==> config.mk <==
export PLATFORM = sky130hd
export DESIGN_NAME = ysyx_040978_div_ctrl
export DESIGN_NICKNAME = d
export VERILOG_FILES = /design/src/rtl/ysyx_040978_div_ctrl.sv
export SDC_FILE = /design/constraint.sdc
export NUM_CORES = 1
export LEC_CHECK = 0
export CORE_AREA = 2 2 177 179
export DETAILED_ROUTE_END_ITERATION = 16
export DIE_AREA = 0 0 179 181
export GPL_TIMING_DRIVEN = 0
export PLACE_DENSITY = 0.72
export SLEW_MARGIN = 20
export SYNTH_ARGS = -nofsm -noshare
export SYNTH_HDL_FRONTEND = slang
export SYNTH_SLANG_ARGS = --single-unit
==> constraint.sdc <==
create_clock -name clock -period 1.69 [get_ports clock]
set_input_delay 0.507 -clock clock [delete_from_list [all_inputs] [get_ports clock]]
set_output_delay 0.507 -clock clock [all_outputs]
set_load 0.005 [all_outputs]
==> src/rtl/ysyx_040978_div_ctrl.sv <==
// rtl/ysyx_040978_div_ctrl.sv - M-extension divide/remainder controller for the iterative 64-bit divider
// Optional YSYX_040978_DIV_FASTPATH_EN: divide-by-zero and signed overflow bypass the divider.
module ysyx_040978_div_ctrl (
  input  logic        clock,
  input  logic        reset,
  input  logic        flush,
  input  logic        req_valid,
  output logic        req_ready,
  input  logic [1:0]  req_op,
  input  logic        req_word,
  input  logic [63:0] req_src1,
  input  logic [63:0] req_src2,
  output logic        resp_valid,
  input  logic        resp_ready,
  output logic [63:0] resp_data,
  output logic        div_in_valid,
  output logic        div_signed,
  output logic [63:0] div_dividend,
  output logic [63:0] div_divisor,
  input  logic        div_out_valid,
  input  logic [63:0] div_quotient,
  input  logic [63:0] div_remainder
);

  typedef enum logic [2:0] {IDLE, ISSUE, WAIT, RESP, DRAIN} state_t;

  state_t      state;
  logic        rem_op;
  logic        word_op;
  logic        dz;
  logic        ovf;

  logic        req_signed;
  logic [63:0] eff_a;
  logic [63:0] eff_b;
  logic        req_dz;
  logic        req_ovf;

  // Override for the two cases the divider cannot answer architecturally, then W sign-extension.
  function automatic logic [63:0] fix_result(input logic rem, input logic word, input logic zero,
                                             input logic over, input logic [63:0] q,
                                             input logic [63:0] r, input logic [63:0] a);
    logic [63:0] res;
    res = rem ? r : q;
    if (zero)
      res = rem ? a : {64{1'b1}};
    else if (over)
      res = rem ? 64'd0 : a;
    if (word)
      res = {{32{res[31]}}, res[31:0]};
    return res;
  endfunction

  assign req_ready    = (state == IDLE) & ~flush;
  assign div_in_valid = (state == ISSUE) & ~flush;

  always_comb begin
    req_signed = ~req_op[0];
    eff_a      = req_src1;
    eff_b      = req_src2;
    if (req_word) begin
      eff_a = {{32{req_signed & req_src1[31]}}, req_src1[31:0]};
      eff_b = {{32{req_signed & req_src2[31]}}, req_src2[31:0]};
    end
    req_dz  = (eff_b == 64'd0);
    req_ovf = req_signed && (eff_b == {64{1'b1}}) &&
              (eff_a == (req_word ? 64'hFFFF_FFFF_8000_0000 : 64'h8000_0000_0000_0000));
  end

`ifdef YSYX_040978_DIV_FASTPATH_EN
  logic [63:0] fast_data;
  always_comb begin
    fast_data = fix_result(req_op[1], req_word, req_dz, req_ovf, 64'd0, 64'd0, eff_a);
  end
`endif

  always_ff @(posedge clock) begin
    if (reset) begin
      state        <= IDLE;
      resp_valid   <= 1'b0;
      resp_data    <= 64'd0;
      div_signed   <= 1'b0;
      div_dividend <= 64'd0;
      div_divisor  <= 64'd0;
      rem_op       <= 1'b0;
      word_op      <= 1'b0;
      dz           <= 1'b0;
      ovf          <= 1'b0;
    end else begin
      case (state)
        IDLE: begin
          if (req_valid && req_ready) begin
            rem_op       <= req_op[1];
            word_op      <= req_word;
            div_signed   <= req_signed;
            div_dividend <= eff_a;
            div_divisor  <= eff_b;
            dz           <= req_dz;
            ovf          <= req_ovf;
`ifdef YSYX_040978_DIV_FASTPATH_EN
            if (req_dz || req_ovf) begin
              state      <= RESP;
              resp_valid <= 1'b1;
              resp_data  <= fast_data;
            end else begin
              state <= ISSUE;
            end
`else
            state <= ISSUE;
`endif
          end
        end
        ISSUE: state <= flush ? IDLE : WAIT;
        WAIT: begin
          if (flush) begin
            // An issued divide cannot be aborted; DRAIN soaks up its result.
            state <= div_out_valid ? IDLE : DRAIN;
          end else if (div_out_valid) begin
            state      <= RESP;
            resp_valid <= 1'b1;
            resp_data  <= fix_result(rem_op, word_op, dz, ovf, div_quotient, div_remainder,
                                     div_dividend);
          end
        end
        RESP: begin
          if (flush || resp_ready) begin
            state      <= IDLE;
            resp_valid <= 1'b0;
          end
        end
        DRAIN: begin
          if (div_out_valid)
            state <= IDLE;
        end
        default: state <= IDLE;
      endcase
    end
  end

endmodule
==> flow_metrics.env <==
export IMPL_critical_path_required_ns=1.18
export IMPL_viasPerCell=5.59
export IMPL_syn_avg_cell_area_um2=7.75
export IMPL_cts_tree="yes"
export IMPL_pre_cts_ws_ns=-1.31
export IMPL_die_y_um=181
export IMPL_synthTopCellsByArea="dfxtp_1 43%, a21oi_1 8.6%, nand2_1 6.7%"
export IMPL_ys_warn_count=0
export IMPL_synthArstFlopShare_pct=0
export IMPL_setup_worst_path_start_class="flip-flop"
export IMPL_yosysTopAreaCell="dfxtp_1"
export IMPL_worst_slack_ns=-0.183
export IMPL_setup_viol_count_final=171
export IMPL_first_pass_iters=6
export IMPL_setup_tns_final_ns=-19.75
export IMPL_finalPower_mw=13.6
export IMPL_final_cells=2174
export IMPL_clk_latency_ns=0.53
export IMPL_synth_ff_type="dfxtp_1"
export IMPL_track_usage_pct=27.0
export IMPL_stdcell_area_um2=17900
export IMPL_fin_crit_ns=1.87
export IMPL_core_rowCount=64
export IMPL_numPortBuffers=459
export IMPL_routedWlPerCell_um=22.7
export IMPL_fin_util_pct=59.1
export IMPL_crit_type="flip-flop to output pin"
export IMPL_antenna_found_initial=2
export IMPL_synthXorXnorAreaFrac_pct=0
export IMPL_status="complete, but fails checks"
export IMPL_grt_pass1_wl_um=67400
export IMPL_synth_simple_area_share_pct=21.2
export IMPL_final_nets=2023
export IMPL_die_w_um=179
export IMPL_end_kind="output pin"
export IMPL_violations="negative setup slack"
export IMPL_hold_path_class="primary input to flip-flop"
export IMPL_rsz0062_at_grt="true"
export IMPL_slew_headroom_pct=44.7
export IMPL_cpMaxStageDelayCell="dfxtp_4"
export IMPL_synth_mux_area_share_pct=0.121
export IMPL_route_detailed_drc=0
export IMPL_crit_arrival_ns=1.37
export IMPL_die_area_um2=32400
export IMPL_placeableCoreArea_um2=30300
export IMPL_grt_overflow_total=0
export IMPL_cts_root_buf="clkbuf_16"
export IMPL_synth_edf_count=0
export IMPL_syn_inst=1205
export IMPL_clock_skew_ns=0.0148
export IMPL_htree_levels=1
export IMPL_timing_rr_start="rem_op"
export IMPL_vias=12149
export IMPL_syn_to_final_growth_pct=92.0
export IMPL_finalHoldWorstSlack_ns=0.191
export IMPL_ios=461
export IMPL_drive_above_1_share_pct=28.0
export IMPL_cts_clk_slew_worst_paths_ns=0.06
export IMPL_drv_slew=0
export IMPL_netlist_area_um2=9340
export IMPL_hold_viol_final=0
export IMPL_cts_buffers=24
export IMPL_ir_drop_uv=547
export IMPL_leakagePower_nw=7.20
export IMPL_p_per_area_nw_per_um2=756
export IMPL_dp_final_hpwl_um=34800
export IMPL_synth_cell_types=41
export IMPL_drt_wl_total_um=49300
export IMPL_grt_pass1_vias=11158
export IMPL_crit_start="state[2]"
export IMPL_post_dp_cell_area_um2=14400
export IMPL_ant_nets=0
export IMPL_cap_viol_max_count=0
export IMPL_max_freq_ghz=0.534
export IMPL_synth_top_area_share_pct=43.1
export IMPL_numClockSinks=201
export IMPL_initial_utilization_pct=30.8
export IMPL_cp_slowest_stage_delay_ns=0.37
export IMPL_tightest_slew_ns=0.829
export IMPL_synth_compound_area_share_pct=29.9
export IMPL_drtIter0Drc=927
export IMPL_max_clock_path_buffers=3
export IMPL_ys_seq_elements=201
export IMPL_synthAdderAreaFrac_pct=0
export IMPL_ys_seq_area_share_pct=43.1
export IMPL_crit_chain="nor4_4 > buf_2"
export IMPL_place_congestion=0.952
export IMPL_worstHoldStart="div_out_valid"
export IMPL_synth_top_family_by_area="compound AO/OA/AOI/OAI gates"
export IMPL_cp_max_fo=5
export IMPL_synthesis_nets=1470
export IMPL_grt_start_max_net_pins=13
export IMPL_dp_cells=2060
export IMPL_min_period_over_period_pct=111
## layer usage
layer / up-vias / part of all wire (%) / GRT usage [%]
met5: - / 0 / 0
met4: 0 / 3.7 / 7.93
met3: 122 / 8.8 / 4.57
met2: 672 / 47 / 44.7
met1: 5782 / 41 / 35.9
li1: 5573 / - / -
## sequential cells by signal, summed over array words and instances, names as in the netlist
register      cells
div_signed        1
resp_valid        1
resp_data        64
div_dividend     64
div_divisor      64
state             3
word_op           1
dz                1
rem_op            1
ovf               1
## cells in the mapped netlist (4+ instances only)
| cell | number |
|---|---|
| a211oi_1 | 66 |
| a21oi_1 | 160 |
| a22oi_1 | 63 |
| a311oi_1 | 32 |
| buf_1 | 4 |
| buf_2 | 30 |
| buf_4 | 7 |
| clkbuf_1 | 81 |
| dfxtp_1 | 201 |
| nand2_1 | 168 |
| nand4_1 | 19 |
| nor2_1 | 168 |
| nor3_1 | 41 |
| nor4_1 | 31 |
| nor4b_1 | 6 |
| o2111a_1 | 31 |
| o21ai_0 | 65 |
## worst max-delay path: cells and delay by family (launching register included)
family | cells | cell delay (ns)
flip-flops | 1 | 0.37
buffers and inverters | 1 | 0.17
AND/OR/NAND/NOR | 1 | 0.31
## where the power goes
group / internal (mW) / switching, mW
combinational: 1.61 / 1.46
clock: 3.19 / 2.13
sequential: 4.98 / 0.196
total: 9.78 / 3.78
## cell families (layout without fill, tap and decap cells)
family,count (synthesis),after routing
AND/OR/NAND/NOR,452,452
flip-flops,201,201
multiplexers,1,1
other,0,2
buffers and inverters,126,697
AO/OA/AOI/OAI,425,425
## area by class of cell
cell class              count  area [um2]
fillers                  2697       12400
multi-input cells         878        6040
repair buffers            536        5520
flip-flops and latches    201        4140
plain buffers             113         917
clock buffers              37         711
well taps                 396         495
clock inverters             7        87.6
inverters                   4        17.5
diodes                      2        5.00
## repair_timing
item | in CTS | in global routing
hold buffers | 0 | 0
gates resized for setup | 449 | 411
pin swaps | 15 | 104
setup buffers | 37 | 17
endpoints found under the setup margin | 395 | 231
cloned | 5 | 22
## layout by cell type (no fill, tap or decap), types with 3 or more instances in the layout
cell / Yosys / final
buf_8: 0 / 21
nor2_4: 0 / 3
nor3_1: 41 / 34
dlymetal6s2s_1: 0 / 11
clkbuf_4: 0 / 8
nor3_2: 0 / 6
buf_12: 0 / 22
buf_6: 0 / 10
o21ai_0: 65 / 64
clkdlybuf4s15_2: 0 / 7
nor2_1: 168 / 160
a22oi_1: 63 / 63
clkdlybuf4s15_1: 0 / 15
nor2_2: 0 / 5
nor4b_2: 0 / 3
nand2_4: 0 / 44
dlygate4sd2_1: 0 / 173
a21oi_2: 0 / 54
buf_4: 7 / 36
nor4_1: 31 / 22
a311oi_2: 0 / 9
a311oi_1: 32 / 23
dfxtp_2: 0 / 50
clkinv_2: 0 / 4
a211oi_2: 0 / 65
dfxtp_4: 0 / 14
nand4_1: 19 / 19
clkbuf_2: 0 / 32
nor4_4: 0 / 6
a21oi_1: 160 / 106
nand2_1: 168 / 115
clkbuf_16: 0 / 47
nand2_2: 0 / 8
buf_2: 30 / 10
o2111a_1: 31 / 31
dfxtp_1: 201 / 137
clkbuf_1: 81 / 50
clkbuf_8: 0 / 5
clkdlybuf4s50_1: 0 / 237
nor4_2: 1 / 4
## worst paths after layout
path                     endpoint  slack [ns]  cells after the start
setup / recovery        req_ready       -0.18                      2
hold / removal           state[2]        0.19                      2
setup reg to reg    resp_data[62]       -0.18                      7
hold reg to reg   div_divisor[22]        0.46                      2
(Power assumes the default switching activity.)
